[config.mk]
export PLATFORM = sky130hd
export DESIGN_NAME = ireg_skew_line_flat
export DESIGN_NICKNAME = d
export VERILOG_FILES = /design/src/rtl/ireg_skew_pkg.sv /design/src/rtl/ireg_skew_line_if.sv /design/src/rtl/ireg_skew_line_stage.sv /design/src/rtl/ireg_skew_line.sv /design/src/flat_wrapper.sv
export SDC_FILE = /design/constraint.sdc
export NUM_CORES = 1
export LEC_CHECK = 0
export CORE_UTILIZATION = 57
export DETAILED_ROUTE_END_ITERATION = 6
export PLACE_DENSITY = 0.9
export SLEW_MARGIN = 30
export SYNTH_ARGS = -nofsm -noshare
export SYNTH_HDL_FRONTEND = slang
export SYNTH_SLANG_ARGS = --single-unit
[constraint.sdc]
create_clock -name clk -period 1.7 [get_ports clk]
set_input_delay 0.17 -clock clk [delete_from_list [all_inputs] [get_ports clk]]
set_output_delay 0.17 -clock clk [all_outputs]
set_load 0.01 [all_outputs]
[src/rtl/ireg_skew_pkg.sv]
// ireg_skew_pkg: default geometry for the skew line and the per-channel stage count.
package ireg_skew_pkg;
    localparam int CH_DEF    = 4;
    localparam int WIDTH_DEF = 16;
    localparam int STEP_DEF  = 1;

    function automatic int stages(input int c, input int step);
        return c * step + 1;
    endfunction
endpackage

[src/rtl/ireg_skew_line_if.sv]
// ireg_skew_line_if: token input and skewed output bundle of the skew line.
interface ireg_skew_line_if import ireg_skew_pkg::*; #(
    parameter int CH    = CH_DEF,
    parameter int WIDTH = WIDTH_DEF,
    parameter int STEP  = STEP_DEF
);
    localparam int IW = $clog2((CH - 1) * STEP + 3);
    logic                       i_valid;
    logic [CH-1:0][WIDTH-1:0]   i_data;
    logic [CH-1:0]              o_valid;
    logic [CH-1:0][WIDTH-1:0]   o_data;
    logic                       o_busy;
    logic [IW-1:0]              o_inflight;
    modport master (output i_valid, i_data, input o_valid, o_data, o_busy, o_inflight);
    modport slave  (input i_valid, i_data, output o_valid, o_data, o_busy, o_inflight);
endinterface

[src/rtl/ireg_skew_line_stage.sv]
// ireg_stage: one pipeline stage (valid + data) with clr > en > hold priority.
module ireg_stage #(
    parameter int WIDTH = 16
) (
    input  logic             clk,
    input  logic             rst_n,
    input  logic             en,
    input  logic             clr,
    input  logic             v_i,
    input  logic [WIDTH-1:0] d_i,
    output logic             v_o,
    output logic [WIDTH-1:0] d_o
);
    logic             v_q, v_d;
    logic [WIDTH-1:0] d_q, d_d;

    // Data only loads behind a valid token so idle cycles do not disturb it.
    always_comb begin
        v_d = clr ? 1'b0 : en ? v_i : v_q;
        d_d = clr ? '0 : (en && v_i) ? d_i : d_q;
    end

    always_ff @(posedge clk or negedge rst_n) begin
        if (!rst_n) begin
            v_q <= 1'b0;
            d_q <= '0;
        end else begin
            v_q <= v_d;
            d_q <= d_d;
        end
    end

    assign v_o = v_q;
    assign d_o = d_q;
endmodule

[src/rtl/ireg_skew_line.sv]
// ireg_skew_line: per-channel delay chains of c*STEP+1 stages feeding a systolic array.
// Optional channel CH-1 token counter enabled by macro IREG_SKEW_INFLIGHT_EN.
module ireg_skew_line import ireg_skew_pkg::*; #(
    parameter int CH    = CH_DEF,
    parameter int WIDTH = WIDTH_DEF,
    parameter int STEP  = STEP_DEF
) (
    input  logic              clk,
    input  logic              rst_n,
    input  logic              en,
    input  logic              clr,
    ireg_skew_line_if.slave   bus
);
    logic [CH-1:0]            ov, ch_busy;
    logic [CH-1:0][WIDTH-1:0] od;

    for (genvar c = 0; c < CH; c++) begin : g_ch
        localparam int N = stages(c, STEP);
        logic [N:0]            v;
        logic [N:0][WIDTH-1:0] d;
        assign v[0] = bus.i_valid;
        assign d[0] = bus.i_data[c];
        for (genvar s = 0; s < N; s++) begin : g_st
            ireg_stage #(.WIDTH(WIDTH)) u_stage (
                .clk   (clk),
                .rst_n (rst_n),
                .en    (en),
                .clr   (clr),
                .v_i   (v[s]),
                .d_i   (d[s]),
                .v_o   (v[s+1]),
                .d_o   (d[s+1])
            );
        end
        assign ov[c]      = v[N];
        assign od[c]      = d[N];
        assign ch_busy[c] = |v[N:1];
    end

    assign bus.o_valid = ov;
    assign bus.o_data  = od;
    assign bus.o_busy  = |ch_busy;

`ifdef IREG_SKEW_INFLIGHT_EN
    localparam int IW = $clog2((CH - 1) * STEP + 3);
    logic [IW-1:0] cnt_q, cnt_d;

    // Entry and exit in the same advance cancel out.
    always_comb cnt_d = clr ? '0 : !en ? cnt_q : cnt_q + IW'(bus.i_valid) - IW'(ov[CH-1]);

    always_ff @(posedge clk or negedge rst_n) begin
        if (!rst_n) cnt_q <= '0;
        else        cnt_q <= cnt_d;
    end

    assign bus.o_inflight = cnt_q;
`else
    assign bus.o_inflight = '0;
`endif
endmodule

[src/flat_wrapper.sv]
// flat-port wrapper written by rule: the top's interface ports become plain ports
module ireg_skew_line_flat import ireg_skew_pkg::*;
#(
    parameter int CH    = CH_DEF,
    parameter int WIDTH = WIDTH_DEF,
    parameter int STEP  = STEP_DEF
)
  (clk, rst_n, en, clr, bus_i_valid, bus_i_data, bus_o_valid, bus_o_data, bus_o_busy, bus_o_inflight);
  ireg_skew_line_if #(.CH(CH), .WIDTH(WIDTH), .STEP(STEP)) bus_i ();
  input  logic clk;
  input  logic rst_n;
  input  logic en;
  input  logic clr;
  input wire logic [$bits(bus_i.i_valid)-1:0] bus_i_valid;
  input wire logic [$bits(bus_i.i_data)-1:0] bus_i_data;
  output wire logic [$bits(bus_i.o_valid)-1:0] bus_o_valid;
  output wire logic [$bits(bus_i.o_data)-1:0] bus_o_data;
  output wire logic [$bits(bus_i.o_busy)-1:0] bus_o_busy;
  output wire logic [$bits(bus_i.o_inflight)-1:0] bus_o_inflight;
  assign bus_i.i_valid = bus_i_valid;
  assign bus_i.i_data = bus_i_data;
  assign bus_o_valid = bus_i.o_valid;
  assign bus_o_data = bus_i.o_data;
  assign bus_o_busy = bus_i.o_busy;
  assign bus_o_inflight = bus_i.o_inflight;
  ireg_skew_line #(.CH(CH), .WIDTH(WIDTH), .STEP(STEP)) u_core (.clk(clk), .rst_n(rst_n), .en(en), .clr(clr), .bus(bus_i));
endmodule
==> results summary <==
Across the VDD grid, the largest voltage drop is 661.8 uV. At the end of routability-driven placement, the weighted congestion stood at 0.7631. The worst endpoint data arrival time is ~1500 ps.

The fraction of the mapped netlist area in compound gates came out at 6.360%. The worst flop-to-flop path startpoint is u_core.g_ch[0].g_st[0].u_stage.v_o. The first-pass GRT wire length came out at 26.40 mm. Setup repair after global routing left no endpoint under its margin.

The number of placed I/O pins is 141. Summing the areas of all xor and xnor instances in the mapped netlist gives 0% of the synthesized area. The terminus of the critical flop-to-flop path is u_core.g_ch[3].g_st[1].u_stage.d_o[6].

The number of cells traversed by the worst hold path is 3. The share of cell area taken by muxes after synthesis is between 10% and 20%. The average instance area after synthesis is between 10 and 15 um2.

The required arrival time at the worst endpoint came out at roughly 1500 ps. The number of DRC violations after detailed routing is 0. The clock period minus final worst setup slack came out at 1639 ps. Clock-pin slew was measured on the worst setup and hold paths at 60 ps. The final clock skew came out at 9.275 ps. The net count reported at finish came out at 813. In this run the biggest area consumer among cell types represents between 50 and 60% of the synthesized area. The antenna cell count is 0. The share of final-layout standard cells stronger than drive strength 1 came out at 9.643%. The maximum buffer depth of the clock tree came out at 2. The run finished with clean final reports.

Setup violations remaining at the end of the flow were counted as 0. The number of max-cap violations is 0. The master cell of the clock root buffer is sky130_fd_sc_hd__clkbuf_16. The synthesis warning total came out at 0. The path category of the worst min-delay check is in -> reg.

The areal power density over the cells is 909.4 mW/mm2. The share of the clock period used by the worst path is between 90% and 100%. The aggregate negative setup slack is 0 ps. The largest fanout on the critical path came out at 4.

Counting cells, the worst reg-to-reg path comes to 4. The vertical die dimension came out at about 120 um. The filler-free cell count of the finished design is 933. The number of buffers inserted during clock tree synthesis is 17. After synthesis the netlist holds a flip-flop and latch count of approximately 160. The count of endpoints failing hold in the final timing report came to 0. The global-route congestion overflow total is 0. The worst setup path is captured at an output pin. The path with the worst hold slack has its endpoint at u_core.g_ch[3].g_st[0].u_stage.d_o[15].

The wire length per cell came out at 17.11 um. In the layout the commonest cells are sky130_fd_sc_hd__dfrtp_1, sky130_fd_sc_hd__nand2b_1, sky130_fd_sc_hd__clkdlybuf4s50_1, sky130_fd_sc_hd__mux2i_1, sky130_fd_sc_hd__nand4b_1. The most common library cell in the layout ignoring fill and taps is sky130_fd_sc_hd__dfrtp_1. The HPWL after detailed placement is around 10 mm. The number of search-and-repair iterations in the first detailed-routing pass is 5.

The via count of the first global-routing pass came out at between 5000 and 6000. The initial utilization of the core area, before any placement, comes to 58.59%. The worst setup path is launched from a flip-flop. TritonCTS built the clock tree.

The worst setup path is of the reg -> out kind. The largest net degree at the start of global routing came out at between 100 and 150. The antenna violation net count after detailed routing is 0.

The layout overhead on the synthesized area came out at 21.89%. The number of antenna violations at the first check in global routing is 0. The total wire length after detailed routing is 15.96 mm. The number of pins with negative max-slew slack in the final report is 0.

The count of vias placed by the detailed router came out at 5112. The static leakage came out at 4.036 nW. After floorplanning, the core was sized to cover 0.01330 mm2. After detailed routing, the number of vias per cell comes to approximately 5.5.

The number of sinks handled by clock tree synthesis came out at 164. The cell area after technology mapping came out at around 0.008 mm2. Counting every instance in the synthesized netlist gives 677. The clock network latency to the later pin of the worst-skew pair is 420 ps. In this run the number of H-tree levels came out at 4. The peak clock frequency supported by timing came out at 610.1 MHz. The post-synthesis cell type count is 21.

The synthesized netlist devotes about a fifth of its cell area to simple gates. The worst hold path begins at en. The initial DRC count came out at approximately 360. Of the total synthesized cell area, the portion taken by full adders, half adders and majority gates is 0%.

Including well taps, the total number of placed cells is 900. The overall fraction of global-route tracks in use came out at a little under a quarter. The setup slack on the worst flop-to-flop path is 370 ps. By area the synthesized netlist is led by sky130_fd_sc_hd__dfrtp_1, sky130_fd_sc_hd__mux2i_1, sky130_fd_sc_hd__nand2b_1, sky130_fd_sc_hd__buf_4, sky130_fd_sc_hd__nand4b_1. Sequential cells were found to cover 52.68% of the synthesized design area. The die is roughly 120 um wide. The area of the die came out at 0.01414 mm2. The number of core rows came out at 42.

The cell type with the highest aggregate area in the netlist is sky130_fd_sc_hd__dfrtp_1. During placement, the flow inserted port buffers numbering ~140. By area, the combinational part of the netlist is dominated by simple AND/OR/NAND/NOR gates.
power breakdown:
part,internal [mW],total [mW],switching [mW]
clock network,2.36,3.89,1.53
logic,0.370,0.732,0.361
registers,3.98,4.02,0.0309
total,6.71,8.63,1.92
what timing repair did:
item,4_1_cts,5_1_grt
endpoints found under the hold margin,34,0
hold buffers,1,0
gates resized for setup,4,0
endpoints found under the setup margin,1,0
setup buffers,0,0
flip-flops by register name (all words and copies together), names as in the netlist:
name	flops
u_core.g_ch.g_st.u_stage.v_o	4
u_core.g_ch.g_st.u_stage.d_o	160
layout make-up:
class	instances	area, um2
repair buffers	158	1615
flip-flops and latches	164	4104
fillers	894	3800
clock inverters	11	152.6
well taps	176	220.2
clock buffers	21	450.4
multi-input cells	403	2953
cells by family after synthesis:
| family | Yosys count |
|---|---|
| simple gates | 220 |
| flops | 164 |
| buf+inv | 112 |
| mux | 97 |
| compound gates | 83 |
| other cells | 1 |
layer usage:
layer  vias up  GRT usage [%]  routed length (um)
met2       131          40.61                8252
met5         -              0                   0
met1      2572          30.12                6729
li1       2388              -                   -
met3        21          5.268                 701
met4         0          7.753                 278
critical path: stages, from the launching register on:
cell                              delay, ps
sky130_fd_sc_hd__dfrtp_1                350
sky130_fd_sc_hd__buf_4                  140
sky130_fd_sc_hd__clkdlybuf4s50_1        580
cell usage after synthesis:
master / number
sky130_fd_sc_hd__nor2_1: 1
sky130_fd_sc_hd__o21ai_1: 7
sky130_fd_sc_hd__o21ai_0: 41
sky130_fd_sc_hd__conb_1: 1
sky130_fd_sc_hd__nand4b_1: 48
sky130_fd_sc_hd__mux2i_1: 97
sky130_fd_sc_hd__and2_1: 2
sky130_fd_sc_hd__nand2_2: 1
sky130_fd_sc_hd__buf_4: 57
sky130_fd_sc_hd__buf_2: 19
sky130_fd_sc_hd__a21bo_2: 16
sky130_fd_sc_hd__a21oi_1: 19
sky130_fd_sc_hd__buf_1: 4
sky130_fd_sc_hd__buf_6: 11
sky130_fd_sc_hd__clkbuf_1: 21
sky130_fd_sc_hd__nand3_1: 16
sky130_fd_sc_hd__nand2b_1: 147
sky130_fd_sc_hd__or4_1: 1
sky130_fd_sc_hd__and2_4: 2
sky130_fd_sc_hd__dfrtp_1: 164
sky130_fd_sc_hd__nand2_1: 2
how the worst max path moves through the flow:
stage | cells after the start | end | slack, ps | start
after floorplan | 1 | bus_o_busy | 560 | u_core.g_ch[2].g_st[2].u_stage.v_o
after global placement | 2 | bus_o_busy | 160 | u_core.g_ch[2].g_st[2].u_stage.v_o
after detailed placement | 2 | bus_o_busy | 160 | u_core.g_ch[2].g_st[2].u_stage.v_o
after CTS | 2 | bus_o_valid[0] | 40 | u_core.g_ch[0].g_st[0].u_stage.v_o
after global routing | 2 | bus_o_valid[0] | 9 | u_core.g_ch[0].g_st[0].u_stage.v_o
final | 2 | bus_o_valid[0] | 60 | u_core.g_ch[0].g_st[0].u_stage.v_o
through the flow:
step | utilization (%) | hold slack [ps] | instance area, um2 | setup WS (ps) | power, mW
final | 71.42 | 149.4 | 9495 | 60.95 | 8.635
after global routing | 71.42 | 140.0 | 9495 | 8.699 | 8.925
after CTS | 71.42 | 137.7 | 9495 | 40.57 | 8.701
after detailed placement | 66.85 | 97.21 | 8887 | 161.7 | 4.817
after global placement | 66.85 | 88.97 | 8887 | 159.8 | 4.793
after floorplan | - | -125.6 | 7797 | 560.5 | 4.454
Power figures use the tool's default switching activity.
